[src/rtl/rng_xs96.sv]
// -----------------------------------------------------------------------------
// rng_xs96 : iterative 96-bit xorshift pseudo-random word generator.
//
// Each accepted request runs ROUNDS xorshift steps on the persistent 96-bit
// state (one step per clock). The final state is published on data_out, and
// finish pulses for one cycle. A request may first reload the state from
// seed. An all-zero seed is replaced by DEFAULT_SEED so the state never
// locks up at zero.
//
// Ports:
//   clk      - single clock, rising edge
//   rst      - asynchronous active-high reset
//   start    - request one word (level-sampled while idle)
//   in_mod   - sampled with start: 1 = load seed first, 0 = continue stream
//   seed     - 96-bit seed, used only when start && in_mod is accepted
//   data_out - last generated word, held until the next finish
//   finish   - one-cycle pulse when a new data_out is valid
//   busy     - high while the generator is stepping
// -----------------------------------------------------------------------------
module rng_xs96 #(
    parameter int unsigned ROUNDS       = 4,
    parameter logic [95:0] DEFAULT_SEED = 96'h9E3779B9_7F4A7C15_F39CC060
) (
    input  logic        clk,
    input  logic        rst,
    input  logic        start,
    input  logic        in_mod,
    input  logic [95:0] seed,
    output logic [95:0] data_out,
    output logic        finish,
    output logic        busy
);

    typedef enum logic [0:0] {
        ST_IDLE = 1'b0,
        ST_RUN  = 1'b1
    } state_t;

    // Counter value seen during the final step of a request.
    localparam logic [3:0] LAST_CNT = 4'(ROUNDS - 1);

    // One xorshift step: x'=y, y'=z, z'=z^(z>>19)^t^(t>>8), t=x^(x<<11).
    function automatic logic [95:0] xs_step(input logic [95:0] s);
        logic [31:0] x;
        logic [31:0] y;
        logic [31:0] z;
        logic [31:0] t;
        logic [31:0] z_new;
        x     = s[95:64];
        y     = s[63:32];
        z     = s[31:0];
        t     = x ^ (x << 5'd11);
        z_new = z ^ (z >> 5'd19) ^ t ^ (t >> 5'd8);
        return {y, z, z_new};
    endfunction

    state_t      state_q;
    state_t      state_d;
    logic [3:0]  cnt_q;
    logic [3:0]  cnt_d;
    logic [95:0] s_q;
    logic [95:0] s_d;
    logic [95:0] data_out_q;
    logic [95:0] data_out_d;
    logic        finish_q;
    logic        finish_d;
    logic [95:0] step_s;

    // FSM state register.
    always_ff @(posedge clk or posedge rst) begin
        if (rst) begin
            state_q <= ST_IDLE;
        end else begin
            state_q <= state_d;
        end
    end

    // Datapath registers: round counter, generator state and registered outputs.
    always_ff @(posedge clk or posedge rst) begin
        if (rst) begin
            cnt_q      <= 4'd0;
            s_q        <= DEFAULT_SEED;
            data_out_q <= 96'd0;
            finish_q   <= 1'b0;
        end else begin
            cnt_q      <= cnt_d;
            s_q        <= s_d;
            data_out_q <= data_out_d;
            finish_q   <= finish_d;
        end
    end

    // Next-state logic: IDLE waits for start, RUN lasts ROUNDS cycles.
    always_comb begin
        state_d = state_q;
        case (state_q)
            ST_IDLE: begin
                if (start) begin
                    state_d = ST_RUN;
                end else begin
                    state_d = ST_IDLE;
                end
            end
            ST_RUN: begin
                if (cnt_q == LAST_CNT) begin
                    state_d = ST_IDLE;
                end else begin
                    state_d = ST_RUN;
                end
            end
            default: begin
                state_d = ST_IDLE;
            end
        endcase
    end

    // Datapath next values: seed load on accept, one step per RUN cycle.
    always_comb begin
        step_s     = xs_step(s_q);
        cnt_d      = cnt_q;
        s_d        = s_q;
        data_out_d = data_out_q;
        finish_d   = 1'b0;
        case (state_q)
            ST_IDLE: begin
                if (start) begin
                    cnt_d = 4'd0;
                    if (in_mod) begin
                        // A zero state is a fixed point of xorshift, so never load it.
                        if (seed == 96'd0) begin
                            s_d = DEFAULT_SEED;
                        end else begin
                            s_d = seed;
                        end
                    end else begin
                        s_d = s_q;
                    end
                end else begin
                    cnt_d = cnt_q;
                end
            end
            ST_RUN: begin
                s_d = step_s;
                if (cnt_q == LAST_CNT) begin
                    // Leave the counter at zero so IDLE always holds a clean value.
                    cnt_d      = 4'd0;
                    data_out_d = step_s;
                    finish_d   = 1'b1;
                end else begin
                    cnt_d      = cnt_q + 4'd1;
                    data_out_d = data_out_q;
                    finish_d   = 1'b0;
                end
            end
            default: begin
                cnt_d = 4'd0;
                s_d   = DEFAULT_SEED;
            end
        endcase
    end

    // Output logic: busy follows the RUN state, the rest are register copies.
    always_comb begin
        busy     = (state_q == ST_RUN);
        data_out = data_out_q;
        finish   = finish_q;
    end

endmodule

[config.mk]
export PLATFORM = sky130hd
export DESIGN_NAME = rng_xs96
export DESIGN_NICKNAME = d
export VERILOG_FILES = /design/src/rtl/rng_xs96.sv
export SDC_FILE = /design/constraint.sdc
export NUM_CORES = 1
export LEC_CHECK = 0
export ABC_CLOCK_PERIOD_IN_PS = 6900
export CAP_MARGIN = 40
export CORE_ASPECT_RATIO = 0.6
export CORE_MARGIN = 5
export CORE_UTILIZATION = 47
export DETAILED_ROUTE_END_ITERATION = 8
export HOLD_SLACK_MARGIN = 0.06
export PLACE_DENSITY_LB_ADDON = 0.2
export SYNTH_ARGS = -nofsm -noshare
export SYNTH_HDL_FRONTEND = slang
export SYNTH_SLANG_ARGS = --single-unit
[constraint.sdc]
create_clock -name clk -period 6.9 [get_ports clk]
set_clock_uncertainty 0.05 [all_clocks]
set_input_delay 1.38 -clock clk [delete_from_list [all_inputs] [get_ports clk]]
set_output_delay 1.38 -clock clk [all_outputs]
set_load 0.01 [all_outputs]
Yosys cells after proc, flatten, opt, wreduce, memory -nomap -nowiden
Index checks and enable logic that the tools add are counted.
Cells by class
  $mul: 0
  multiplexer cells: 12
  equality and inequality tests: 3
  divide/modulo/power cells: 0
  bitwise gates (word level): 5
  order comparisons: 0
  shifts and indexed selects: 0
  reductions and logical operators: 3
  add/subtract/negate cells: 1
Operators with widths (count)
  96-bit two-way mux: 3
  96-bit case mux with 2 select lines: 1
  96-bit logical NOT: 1
  32-bit bitwise XOR: 2
  32-bit by 13-bit bitwise XOR with 32-bit output: 1
  32-bit by 24-bit bitwise XOR with 32-bit output: 1
  4-bit two-way mux: 2
  4-bit case mux with 2 select lines: 1
  4-bit by 1-bit adder with 4-bit output (second input constant): 1
  4-bit by 2-bit == test with 1-bit output (second input constant): 1
  1-bit two-way mux: 4
  2-bit inequality test (second input constant): 2
  2-bit AND reduction: 2
  1-bit case mux with 2 select lines: 1
  1-bit NOT: 1
Word-level totals
  memory bits (read-only): 0
  register bits: 198
  memories kept: 0
  bits in latches: 0
  word-level logic and storage cells: 29
  output and inout bits: 98
  RAM bits: 0
  input port bits: 100

Longest topological paths before layout
  depth after elaboration: 5
  mapped depth: 9
  depth with buffers taken out: 6

Least setup slack after synthesis
OpenSTA, ideal clock, no wires.
  path kind: input to register
  from: in seed[63]
  to: reg s_q[24]
  data required time: 6.782 ns
  buffers on the path: 1
  setup time: 0.068 ns
  arrival time: 2.492 ns
  path slack: 4.290 ns
  stages on the path: 6
  cells stage by stage: nor4_1 > nand4_1 > nor4_2 > nand2_2 > buf_6 > a21oi_2
On the way
  cells in the longest elaborated chain, start to end: 5
RTL lines
  start: declaration: RTL line 28  | input logic [95:0] seed,
  96-bit logical NOT: RTL line 130  | if (seed == 96'd0) begin
  96-bit two-way mux: RTL line 130
  96-bit two-way mux: RTL line 128  | if (in_mod) begin
  96-bit two-way mux: RTL line 126  | if (start) begin
  96-bit case mux with 2 select lines: RTL line 124  | case (state_q)
  end signal: assignment: RTL line 82  | s_q <= DEFAULT_SEED;
  end signal: assignment: RTL line 87  | s_q <= s_d;
  end: declaration: RTL line 61  | logic [95:0] s_q;
Every way passes these cells. The select of a mux whose other input is x is not followed.
A chain may end at the register's enable or synchronous reset.

Worst setup path after layout
  from: in seed[34]
  to: reg s_q[72]
Same word-level chain as after synthesis.

==> flow_summary.ini <==
[floorplan]
dieHeight_um = 121
dieArea_sq_um = 23700
start_util = 0.481
ios = 198
core-area_sq_um = 20200
rows = 40
die_w_um = 195

[sta]
clock.fmax_mhz = 264
finalMaxSlewViolations = 0
fin_crit_sh = 0.549
min_period_ps = 3790
hold_viol = 0
worstMarginPinSlew_ps = 907
setup_tns_ps = 0
setup_viol = 0
relSlewSlack = 0.393
layout_setup_ws_ps = 3110
grt_setup_unrepaired = no
hold_ws_ps = 422

[synthesis]
avgSynthCellArea_sq_um = 9.28
synth-seq-cells = 198
synthesis.nets = 1146
yosys.area.top_type = dfrtp_1
yosysTopAreaCellShare = 0.377
ys.flop_type = dfrtp_1
synth_area_leaders = dfrtp_1, dfstp_2, nand2_1
postSynthCellCount = 1045
yosysWarnings = 0
synth_cell_type_count = 37
synth_common_cells = nand2_1, dfrtp_1, xnor2_1, nor3_1, dfstp_2
synth_edf_count = 0
ys_seq_area_frac = 0.517
syn_area_sq_um = 9700
async_reset_ff_frac = 1.00
yosys.cell_count.top_type = nand2_1

[drt]
vias_per_cell = 5.60
ant_nets = 0
drtIter0Drc = 829
drt-pass1-iter-count = 5
drc_errors = 0
routed_wl_mm = 32.0
wl_per_cell_um = 21.5
route.vias.total = 8334

[finish]
nNetsFinal = 1302
drive_gt1_frac = 0.105
diodes = 0
synthToLayoutAreaGrowth_pct = 28.0
final_cells = 1487

[pwr]
p_leak_nw = 5.34
ir_worst_vdd_v = 0.000340
clockPowerShare = 0.136
p_switching_w = 0.00319
power_density_nw_per_um2 = 591
p_sw_frac = 0.435
p_total_w = 0.00734
p_int_w = 0.00414
power_frac_comb = 0.517
seqPwrFrac = 0.347

[run]
drv_cap = 0

[clocking]
clkTransAtPathRegs_ps = 70
cts_htree_levels = 4
hold_buffers = 0
cts_sinks = 198
post_cts_buffers = 0
numCtsBuffers = 17
cts_tree = done
clkLatencyLatePin_ps = 440
postCtsResizedCells = 0
cts_root_buffer = clkbuf_16
clk_path_buf_depth = 2

[critical_path]
reg2reg_slack_ps = 3920
end_kind = flop
critical_path_class = in -> reg
r2r_cells = 6
rr_startpoint = busy$_DFF_PP0_
cp_slowest_stage_delay_ps = 730
cp.required_ps = 7220
timing.rr.end = data_out[49]$_DFFE_PP0P_
critical_path_arrival_ps = 4100
crit_chain = clkdlybuf4s50_1, nor4_1, nand4_1, nor4_2, nand2_2, buf_4, a21oi_1
crit_path_max_fanout = 37
crit_slowest_cell = nor4_1
startpoint_type = primary input

[global_routing]
overflow = 0
grt_usage = 0.268
grt_max_degree = 94
grt_pass1_vias = 7956
grt_pass1_wl_mm = 48.6
antenna_found_initial = 3

[placement]
dp_cells = 1455
pre_cts_slack_ps = 2740
place_hpwl_mm = 23.8
port_buffers = 197
gp_congestion = 0.904

[min_path]
min_path_cells = 2
hp-start = data_out[30]$_DFFE_PP0P_
hold_path.class = reg -> reg
hold_path_end = data_out[30]$_DFFE_PP0P_

[run_status]
status = complete, no violations
critical path, delay by kind of cell:
family	cells	cell delay, ps
compound gates	1	210
simple gates	4	1630
buf+inv	2	860
metal layers:
layer / vias to the layer above / track usage / share of wire
li1: 3826 / - / -
met1: 4098 / 0.402 / 0.46
met2: 373 / 0.381 / 0.42
met3: 29 / 0.0857 / 0.11
met4: 8 / 0.0506 / 0.0091
met5: - / 0.0131 / 0.0024
stage by stage:
step	area (sq um)	util
global route	12400	0.615
detailed placement	11800	0.587
floorplan	9700	-
finish	12400	0.615
CTS	12400	0.615
global placement	11800	0.583
logic make-up after synthesis:
kind of cell / after synthesis / share of synthesized area
simple gates: 463 / 0.208
fa+ha+maj: 1 / 0.00129
xor+xnor: 92 / 0.0838
mux: 36 / 0.0374
buf+inv: 75 / 0.0356
flops: 198 / 0.517
compound gates: 180 / 0.116
worst max path at each step:
stage,start,end,cells after the start
2_1_floorplan,rst,busy$_DFF_PP0_,1
4_1_cts,seed[33],s_q[72]$_DFFE_PP1P_,8
3_5_place_dp,seed[72],s_q[54]$_DFFE_PP1P_,7
5_1_grt,seed[33],s_q[75]$_DFFE_PP1P_,8
3_3_place_gp,seed[33],s_q[76]$_DFFE_PP1P_,7
6_report,seed[34],s_q[72]$_DFFE_PP1P_,7
power by group through the flow:
stage	sequential, W	combinational, W	clock [W]
after CTS	0.00252	0.00380	0.00101
final	0.00254	0.00380	0.000998
after detailed placement	0.00254	0.00377	0
after floorplan	0.00242	0.00238	0
after global placement	0.00254	0.00370	0
after global routing	0.00261	0.00417	0.00106
registers in the layout, indices dropped and copies added, names as in the netlist:
signal	count
s_q	96
busy	1
finish	1
cnt_q	4
data_out	96
area by class of cell:
cell class / instances / area [sq um]
Timing Repair Buffer: 208 / 2100
Multi-Input combinational cell: 772 / 4340
Sequential cell: 198 / 5020
Fill cell: 1753 / 7760
Clock buffer: 18 / 439
Tap cell: 273 / 342
Clock inverter: 14 / 143
Inverter: 4 / 23.8
layout by cell type (no fill, tap or decap), types with 8 or more instances in the layout:
cell type        instances
o22ai_1                  9
o31ai_1                 38
nor2_1                  20
o21ai_0                 35
nor4_1                  23
nand2_1                305
xor2_1                  20
xnor2_1                 71
a21oi_2                 20
a21oi_1                 47
a21o_1                   8
dfstp_2                 52
mux2i_1                 34
o21ai_1                 17
clkbuf_16               17
clkdlybuf4s50_1        197
buf_4                    8
nand2b_1                41
nor3_1                  54
dfrtp_1                145
No activity file was read; power rests on OpenSTA's default activity.
